`src/rtl/tx_sched.sv`:
```
// tx0 transmit scheduler: paces data/ARP frame starts with an inter-frame gap and keeps per-window rate statistics.
// Build option: define TX_SCHED_JUMBO_EN to raise the clamp ceiling from 1518 to 9018 bytes.
module tx_sched #(
  parameter int unsigned CLK_HZ  = 156250000,
  parameter int unsigned MIN_LEN = 60
) (
  input  logic        clk,
  input  logic        rst_n,
  input  logic        tx_enable_i,
  input  logic [15:0] frame_len_i,
  input  logic [31:0] inter_frame_gap_i,
  input  logic        req_arp_i,
  output logic        arp_ack_o,
  input  logic        gen_ready_i,
  output logic        gen_start_o,
  output logic        gen_kind_o,
  output logic [15:0] gen_len_o,
  input  logic        gen_done_i,
  output logic        busy_o,
  output logic [31:0] pps_o,
  output logic [31:0] throughput_o
);

`ifdef TX_SCHED_JUMBO_EN
  localparam logic [15:0] MAX_LEN = 16'd9018;
`else
  localparam logic [15:0] MAX_LEN = 16'd1518;
`endif
  localparam logic [15:0]      MIN_LEN_W = 16'(MIN_LEN);
  localparam int unsigned      WIN_W     = (CLK_HZ > 1) ? $clog2(CLK_HZ) : 1;
  localparam logic [WIN_W-1:0] WIN_LAST  = WIN_W'(CLK_HZ - 1);

  // state | meaning
  // IDLE  | no frame in flight, start on the next eligible request
  // FRAME | generator transmitting, waiting for gen_done
  // GAP   | inter-frame gap countdown; last GAP cycle may launch the next start
  typedef enum logic [1:0] {ST_IDLE, ST_FRAME, ST_GAP} state_t;

  state_t      state_q, state_d;
  logic [31:0] gap_q, gap_d;
  logic        start_q, start_d;
  logic        ack_q, ack_d;
  logic        kind_q, kind_d;
  logic [15:0] len_q, len_d;
  logic [15:0] clamp_len;
  logic        decide;

  logic [WIN_W-1:0] win_q, win_d;
  logic [31:0]      frames_q, frames_d, bytes_q, bytes_d;
  logic [31:0]      pps_q, pps_d, thr_q, thr_d;
  logic [31:0]      frames_inc, bytes_inc;
  logic [32:0]      bytes_sum;
  logic             wrap, count_done;

  always_comb begin
    clamp_len = frame_len_i;
    if (frame_len_i < MIN_LEN_W) begin
      clamp_len = MIN_LEN_W;
    end else if (frame_len_i > MAX_LEN) begin
      clamp_len = MAX_LEN;
    end
  end

  always_comb begin
    state_d = state_q;
    gap_d   = gap_q;
    start_d = 1'b0;
    ack_d   = 1'b0;
    kind_d  = kind_q;
    len_d   = len_q;
    decide  = 1'b0;
    case (state_q)
      ST_IDLE: decide = 1'b1;
      ST_FRAME: begin
        if (gen_done_i) begin
          if (inter_frame_gap_i == 32'd0) begin
            decide  = 1'b1;
            state_d = ST_IDLE;
          end else begin
            state_d = ST_GAP;
            gap_d   = inter_frame_gap_i;
          end
        end
      end
      ST_GAP: begin
        gap_d = gap_q - 32'd1;
        if (gap_q == 32'd1) begin
          decide  = 1'b1;
          state_d = ST_IDLE;
        end
      end
      default: state_d = ST_IDLE;
    endcase
    // Blocking on start_q keeps a zero-gap frame that finishes instantly from giving back-to-back starts.
    if (decide && gen_ready_i && !start_q) begin
      if (req_arp_i) begin
        state_d = ST_FRAME;
        start_d = 1'b1;
        ack_d   = 1'b1;
        kind_d  = 1'b1;
        len_d   = MIN_LEN_W;
      end else if (tx_enable_i) begin
        state_d = ST_FRAME;
        start_d = 1'b1;
        kind_d  = 1'b0;
        len_d   = clamp_len;
      end
    end
  end

  always_comb begin
    wrap       = (win_q == WIN_LAST);
    win_d      = wrap ? '0 : win_q + WIN_W'(1);
    count_done = gen_done_i && (state_q == ST_FRAME) && !kind_q;
    bytes_sum  = {1'b0, bytes_q} + {17'd0, len_q};
    frames_inc = frames_q;
    bytes_inc  = bytes_q;
    if (count_done) begin
      frames_inc = (&frames_q) ? frames_q : frames_q + 32'd1;
      bytes_inc  = bytes_sum[32] ? 32'hFFFF_FFFF : bytes_sum[31:0];
    end
    pps_d    = pps_q;
    thr_d    = thr_q;
    frames_d = frames_inc;
    bytes_d  = bytes_inc;
    if (wrap) begin
      pps_d    = frames_inc;
      thr_d    = bytes_inc;
      frames_d = 32'd0;
      bytes_d  = 32'd0;
    end
  end

  always_ff @(posedge clk) begin
    if (!rst_n) begin
      state_q  <= ST_IDLE;
      gap_q    <= 32'd0;
      start_q  <= 1'b0;
      ack_q    <= 1'b0;
      kind_q   <= 1'b0;
      len_q    <= MIN_LEN_W;
      win_q    <= '0;
      frames_q <= 32'd0;
      bytes_q  <= 32'd0;
      pps_q    <= 32'd0;
      thr_q    <= 32'd0;
    end else begin
      state_q  <= state_d;
      gap_q    <= gap_d;
      start_q  <= start_d;
      ack_q    <= ack_d;
      kind_q   <= kind_d;
      len_q    <= len_d;
      win_q    <= win_d;
      frames_q <= frames_d;
      bytes_q  <= bytes_d;
      pps_q    <= pps_d;
      thr_q    <= thr_d;
    end
  end

  assign gen_start_o  = start_q;
  assign arp_ack_o    = ack_q;
  assign gen_kind_o   = kind_q;
  assign gen_len_o    = len_q;
  assign busy_o       = (state_q != ST_IDLE);
  assign pps_o        = pps_q;
  assign throughput_o = thr_q;

endmodule

```
`config.mk`:
```
export PLATFORM = sky130hd
export DESIGN_NAME = tx_sched
export DESIGN_NICKNAME = d
export VERILOG_FILES = /design/src/rtl/tx_sched.sv
export SDC_FILE = /design/constraint.sdc
export NUM_CORES = 1
export LEC_CHECK = 0
export CAP_MARGIN = 20
export CELL_PAD_IN_SITES_DETAIL_PLACEMENT = 1
export CELL_PAD_IN_SITES_GLOBAL_PLACEMENT = 1
export CORE_MARGIN = 1
export CORE_UTILIZATION = 30
export DETAILED_ROUTE_END_ITERATION = 16
export GPL_ROUTABILITY_DRIVEN = 0
export GPL_TIMING_DRIVEN = 0
export PLACE_DENSITY_LB_ADDON = 0.1
export SLEW_MARGIN = 20
export SYNTH_ARGS = -nofsm -noshare
export SYNTH_HDL_FRONTEND = slang
export SYNTH_SLANG_ARGS = --single-unit
```
`constraint.sdc`:
```
create_clock -name clk -period 7.8 [get_ports clk]
set_input_delay 1.56 -clock clk [delete_from_list [all_inputs] [get_ports clk]]
set_output_delay 1.56 -clock clk [all_outputs]
set_load 0.05 [all_outputs]
```
### Word level (Yosys, flattened, before mapping)

Cells that the tools add are included.
Widths: inputs -> output; s select.

| cells by class | value |
|---|---|
| multiplexer cells | 27 |
| bitwise operators | 1 |
| reductions and logical operators | 16 |
| equality and inequality tests | 6 |
| magnitude comparators | 2 |
| $add $sub $neg | 4 |

Operator list:

| cell | number |
|---|---|
| $mux 32 | 6 |
| $mux 16 | 4 |
| $pmux 32 s2 | 1 |
| $add 32x16->33 | 1 |
| $add 32x1->32 const B | 1 |
| $eq 32x1->1 const B | 1 |
| $logic_not 32->1 | 1 |
| $reduce_and 32->1 | 1 |
| $sub 32x1->32 const B | 1 |
| $add 28x1->28 const B | 1 |
| $eq 28x28->1 const B | 1 |
| $gt 16x11->1 const B | 1 |
| $lt 16x6->1 const B | 1 |
| $mux 2 | 6 |
| $mux 1 | 8 |
| $pmux 2 s3 | 1 |
| $reduce_bool 2->1 | 3 |
| $logic_and 1x1->1 | 4 |
| $ne 2x2->1 const B | 2 |
| $reduce_and 2->1 | 2 |
| $pmux 1 s3 | 1 |
| $reduce_and 3->1 | 1 |
| $eq 2x1->1 const B | 1 |
| $eq 2x2->1 const B | 1 |
| other kinds (4) | 5 |

| word-level totals | value |
|---|---|
| output and inout bits | 84 |
| register bits | 209 |
| bits of input ports | 54 |
| logic and storage cells | 67 |

### Longest topological paths before layout

| depth | value |
|---|---|
| depth after elaboration | 7 |
| depth in mapped cells | 10 |

### Worst setup path before layout

Ideal clock, no wire load.

| timing path | value |
|---|---|
| path kind | input to register |
| from | input gen_done_i |
| to | register thr_q[31] (netlist: throughput_o[31]) |
| arrival | 3.217 ns |
| library setup time | 0.070 ns |
| stages on the path | 7 |
| path buffers | 1 |
| required time | 7.730 ns |
| setup slack | 4.513 ns |
| cells stage by stage | nor4bb_1 nand4_1 o31ai_1 clkbuf_1 inv_1 a311o_1 a21oi_1 |

| between the ends | value |
|---|---|
| word-level cells in the longest chain between the ends | 3 |

RTL lines:

| item | RTL line | text |
|---|---|---|
| from (decl) | 18 | `input logic gen_done_i,` |
| $logic_and 1x1->1 (2 in series) | 114 | `count_done = gen_done_i && (state_q == ST_FRAME) && !kind_q;` |
| $mux 32 | 118 | `if (count_done) begin` |
| to (signal assigned) | 158 | `thr_q <= thr_d;` |
| to (decl) | 50 | `logic [31:0] pps_q, pps_d, thr_q, thr_d;` |

Every way passes these cells.
A chain may end at the register's enable or synchronous reset.

### Final worst setup path

| timing path | value |
|---|---|
| from | input inter_frame_gap_i[29] |
| to | register gap_q[16] |

| between the ends | value |
|---|---|
| word-level cells in the longest chain between the ends | 3 |

RTL lines:

| item | RTL line | text |
|---|---|---|
| from (decl) | 11 | `input logic [31:0] inter_frame_gap_i,` |
| $logic_not 32->1 | 76 | `if (inter_frame_gap_i == 32'd0) begin` |
| $ne 2x2->1 (no line) | -- |  |
| $reduce_and 3->1 (no line) | -- |  |
| to (signal assigned) | 149 | `gap_q <= gap_d;` |
| to (decl) | 40 | `logic [31:0] gap_q, gap_d;` |

Every way passes these cells.

==> impl_metrics.ini <==
[yosys]
syn_inst = 1143
yosys.area_share.simple_pct = 24.8
muxShareOfSynthArea_pct = 0.414
yosys.area.top_type = dfxtp_1
syn_area_sq_um = 9660
yosysWarnings = 0
synth_top_family_by_area = simple AND/OR/NAND/NOR gates
synth_edf_count = 0
synthFlopType = dfxtp_1
ys_seq_area_share_pct = 43.3
syn_area_per_cell_sq_um = 8.45
ys_top_cells_by_area = dfxtp_1 43%, nor2_1 6.7%, a21oi_1 4.6%
synth_compound_area_share_pct = 18.5
yosys.area_share.adder_pct = 2.80
synth_nets = 1218
yosys.area.top_type_share_pct = 43.3
synth_xor_area_share_pct = 7.25
async_flop_share_pct = 0
ys_types = 72
synth-seq-cells = 209

[timing]
final-max-slew-violation-count = 0
period_share_pct = 51.9
fin_skew_ns = 0.0139
max_freq_mhz = 247
final-hold-violation-count = 0
period_minus_slack_ns = 4.05
relSlewSlack_pct = 27.6
tightestPinTransition_ns = 1.07
hold_slack_ns = 0.453
setup_viol = 0
setup-tns-final_ns = 0
grt_setup_unrepaired = no

[global_routing]
track_usage_pct = 19.7
overflow = 0
grt_pass1_vias = 9166
grt_max_degree = 14
grt_pass1_wl_um = 51700
antenna_found_initial = 0

[clock_tree]
htree_levels = 1
ctsHoldBuffers = 0
cts_root_buf = clkbuf_16
insertion_delay_ns = 0.54
clock-sinks = 209
postCtsSetupRepairBufs = 0
clkSlewWorstSetupHoldPaths_ns = 0.06
cts_tree = done
cts_resized = 0
clockBufferDepth = 3
cts_buffers = 25

[detailed_routing]
post_drt_wl_per_cell_um = 19.0
ant_nets = 0
first_pass_iters = 4
num_vias = 9052
drt_first_iter_violations = 379
route.detailed.drc = 0
via_per_inst = 5.24
wl_um = 32800

[floorplanning]
io_pins = 138
dieHeight_um = 181
core.rowCount = 65
fp.dieW_um = 181
core_area_sq_um = 31600
dieArea_sq_um = 32900
initial_core_util_pct = 30.5

[cells_and_area]
fin_area_sq_um = 12400
fin_util_pct = 39.2
layout-drive-gt1-share_pct = 4.61
layout.nets = 1383
syn_to_final_growth_pct = 28.2

[min_path]
whs_endpoint = win_q[0]$_SDFF_PP0_
whs_path_depth = 1
min_from = win_q[0]$_SDFF_PP0_
hp-class = flop to flop

[power]
seq_power_share_pct = 43.8
leakage_nw = 4.33
ir_drop_mv = 0.147
p_sw_uw = 645
power_frac_comb_pct = 9.5
p_int_mw = 1.89
totalPowerFinal_mw = 2.54
pwr-share-clk_pct = 46.7
power_density_nw_per_um2 = 205
swShare_pct = 25.5

[critical_path]
r2r_end = gen_len_o[0]$_SDFFE_PN0P_
slowest_delay_ns = 0.59
crit_slowest_cell = clkbuf_1
worstPathMaxFanout = 10
path_cells = clkdlybuf4s50_1 -> nor4_1 -> and4_1 -> a21o_1 -> clkbuf_1 -> clkbuf_1 -> o211ai_1 -> a21oi_1
worstPathArrival_ns = 4.50
worstSetupStartpointType = input port
cp-end-kind = flop
r2r_cells = 9
reg2reg_from = gap_q[9]$_SDFFE_PN0P_
critPathKind = input port to flop
cpMostUsedCell = clkbuf_1
rrSetupSlack_ns = 4.45
critPathRequiredTime_ns = 8.26

[status]
status = completed

[place]
place_hpwl_um = 24700
place_area_sq_um = 11600
port_buffers = 137

[run]
drv_cap = 0
## cell usage after synthesis (10+ instances only)
library cell    n
xnor2_1        39
a211oi_1       34
a31oi_1        15
o21ai_0        48
nand2_1        74
nor4_1         24
nor2_1        172
ha_1           20
o211ai_1       10
nor3_1         37
a21oi_1        89
and3_1         21
nand4_1        31
inv_1          19
or3_1          14
xor2_1         41
a21o_1         13
nand3_1        41
clkbuf_1       50
dfxtp_1       209
## power groups by stage
stage | logic (mW) | clock network (mW) | registers, mW
5_1_grt | 0.267 | 1.26 | 1.11
4_1_cts | 0.243 | 1.22 | 1.11
6_report | 0.241 | 1.18 | 1.11
3_3_place_gp | 0.241 | 0 | 1.13
3_5_place_dp | 0.242 | 0 | 1.13
2_1_floorplan | 0.139 | 0 | 1.14
## worst max path at each step
stage / startpoint / to / slack (ns) / cells past startpoint
5_1_grt: gen_done_i / throughput_o[26]$_SDFFE_PN0P_ / 3.48 / 8
4_1_cts: inter_frame_gap_i[30] / gap_q[16]$_SDFFE_PN0P_ / 3.69 / 8
6_report: inter_frame_gap_i[29] / gap_q[16]$_SDFFE_PN0P_ / 3.75 / 8
3_3_place_gp: inter_frame_gap_i[30] / gap_q[27]$_SDFFE_PN0P_ / 3.06 / 8
3_5_place_dp: inter_frame_gap_i[30] / gap_q[16]$_SDFFE_PN0P_ / 3.14 / 8
2_1_floorplan: gen_done_i / throughput_o[31]$_SDFFE_PN0P_ / 4.51 / 7
## state kept, by name, summed over array words and instances, names as in the netlist
| register | count |
|---|---|
| arp_ack_o | 1 |
| bytes_q | 32 |
| frames_q | 32 |
| gap_q | 32 |
| gen_kind_o | 1 |
| gen_len_o | 16 |
| gen_start_o | 1 |
| pps_o | 32 |
| state_q | 2 |
| throughput_o | 32 |
| win_q | 28 |
## cell families after synthesis
family,count (synthesis)
and+or+nand+nor,481
muxes,4
adders and majority gates,21
buffers and inverters,73
AOI/OAI and AO/OA,275
DFF,209
xor gates and xnor gates,80
## final cells by class
cell class / instances / area, sq um
Sequential cell: 209 / 4180
Multi-Input combinational cell: 861 / 5200
Tap cell: 402 / 503
Timing Repair Buffer: 138 / 1380
Fill cell: 3725 / 19200
Antenna cell: 1 / 2.50
Clock buffer: 38 / 764
Inverter: 20 / 75.1
Buffer: 53 / 208
Clock inverter: 5 / 67.6
## worst max-delay path: cells and delay by family
family	cells	cell delay [ns]
AO/OA/AOI/OAI	3	0.60
buffers and inverters	3	1.48
AND/OR/NAND/NOR	2	0.87
## stage by stage
stage          instances  setup slack (ns)
2_1_floorplan       1143              4.51
3_3_place_gp        1682              3.06
3_5_place_dp        1683              3.14
4_1_cts             1726              3.69
5_1_grt             1726              3.48
6_report            1727              3.75
## layer usage
layer	part of all wire [%]	GRT usage, %	wire (um)	up-vias
li1	-	-	-	4492
met1	48	26.8	15900	4356
met2	46	32.9	14900	163
met3	3.9	2.83	1270	41
met4	2.2	4.58	710	0
met5	0	0	0	-
## cell usage in the layout (no fill, tap or decap), drive strengths merged, types with 39 or more instances in the layout
cell type | synthesis | layout
a21oi | 89 | 89
clkbuf | 50 | 88
clkdlybuf4s50 | 0 | 137
dfxtp | 209 | 209
nand2 | 75 | 75
nand3 | 41 | 41
nor2 | 172 | 172
o21ai | 50 | 50
xnor2 | 39 | 39
xor2 | 41 | 41
Note: power is estimated with default switching activity, not from simulation.
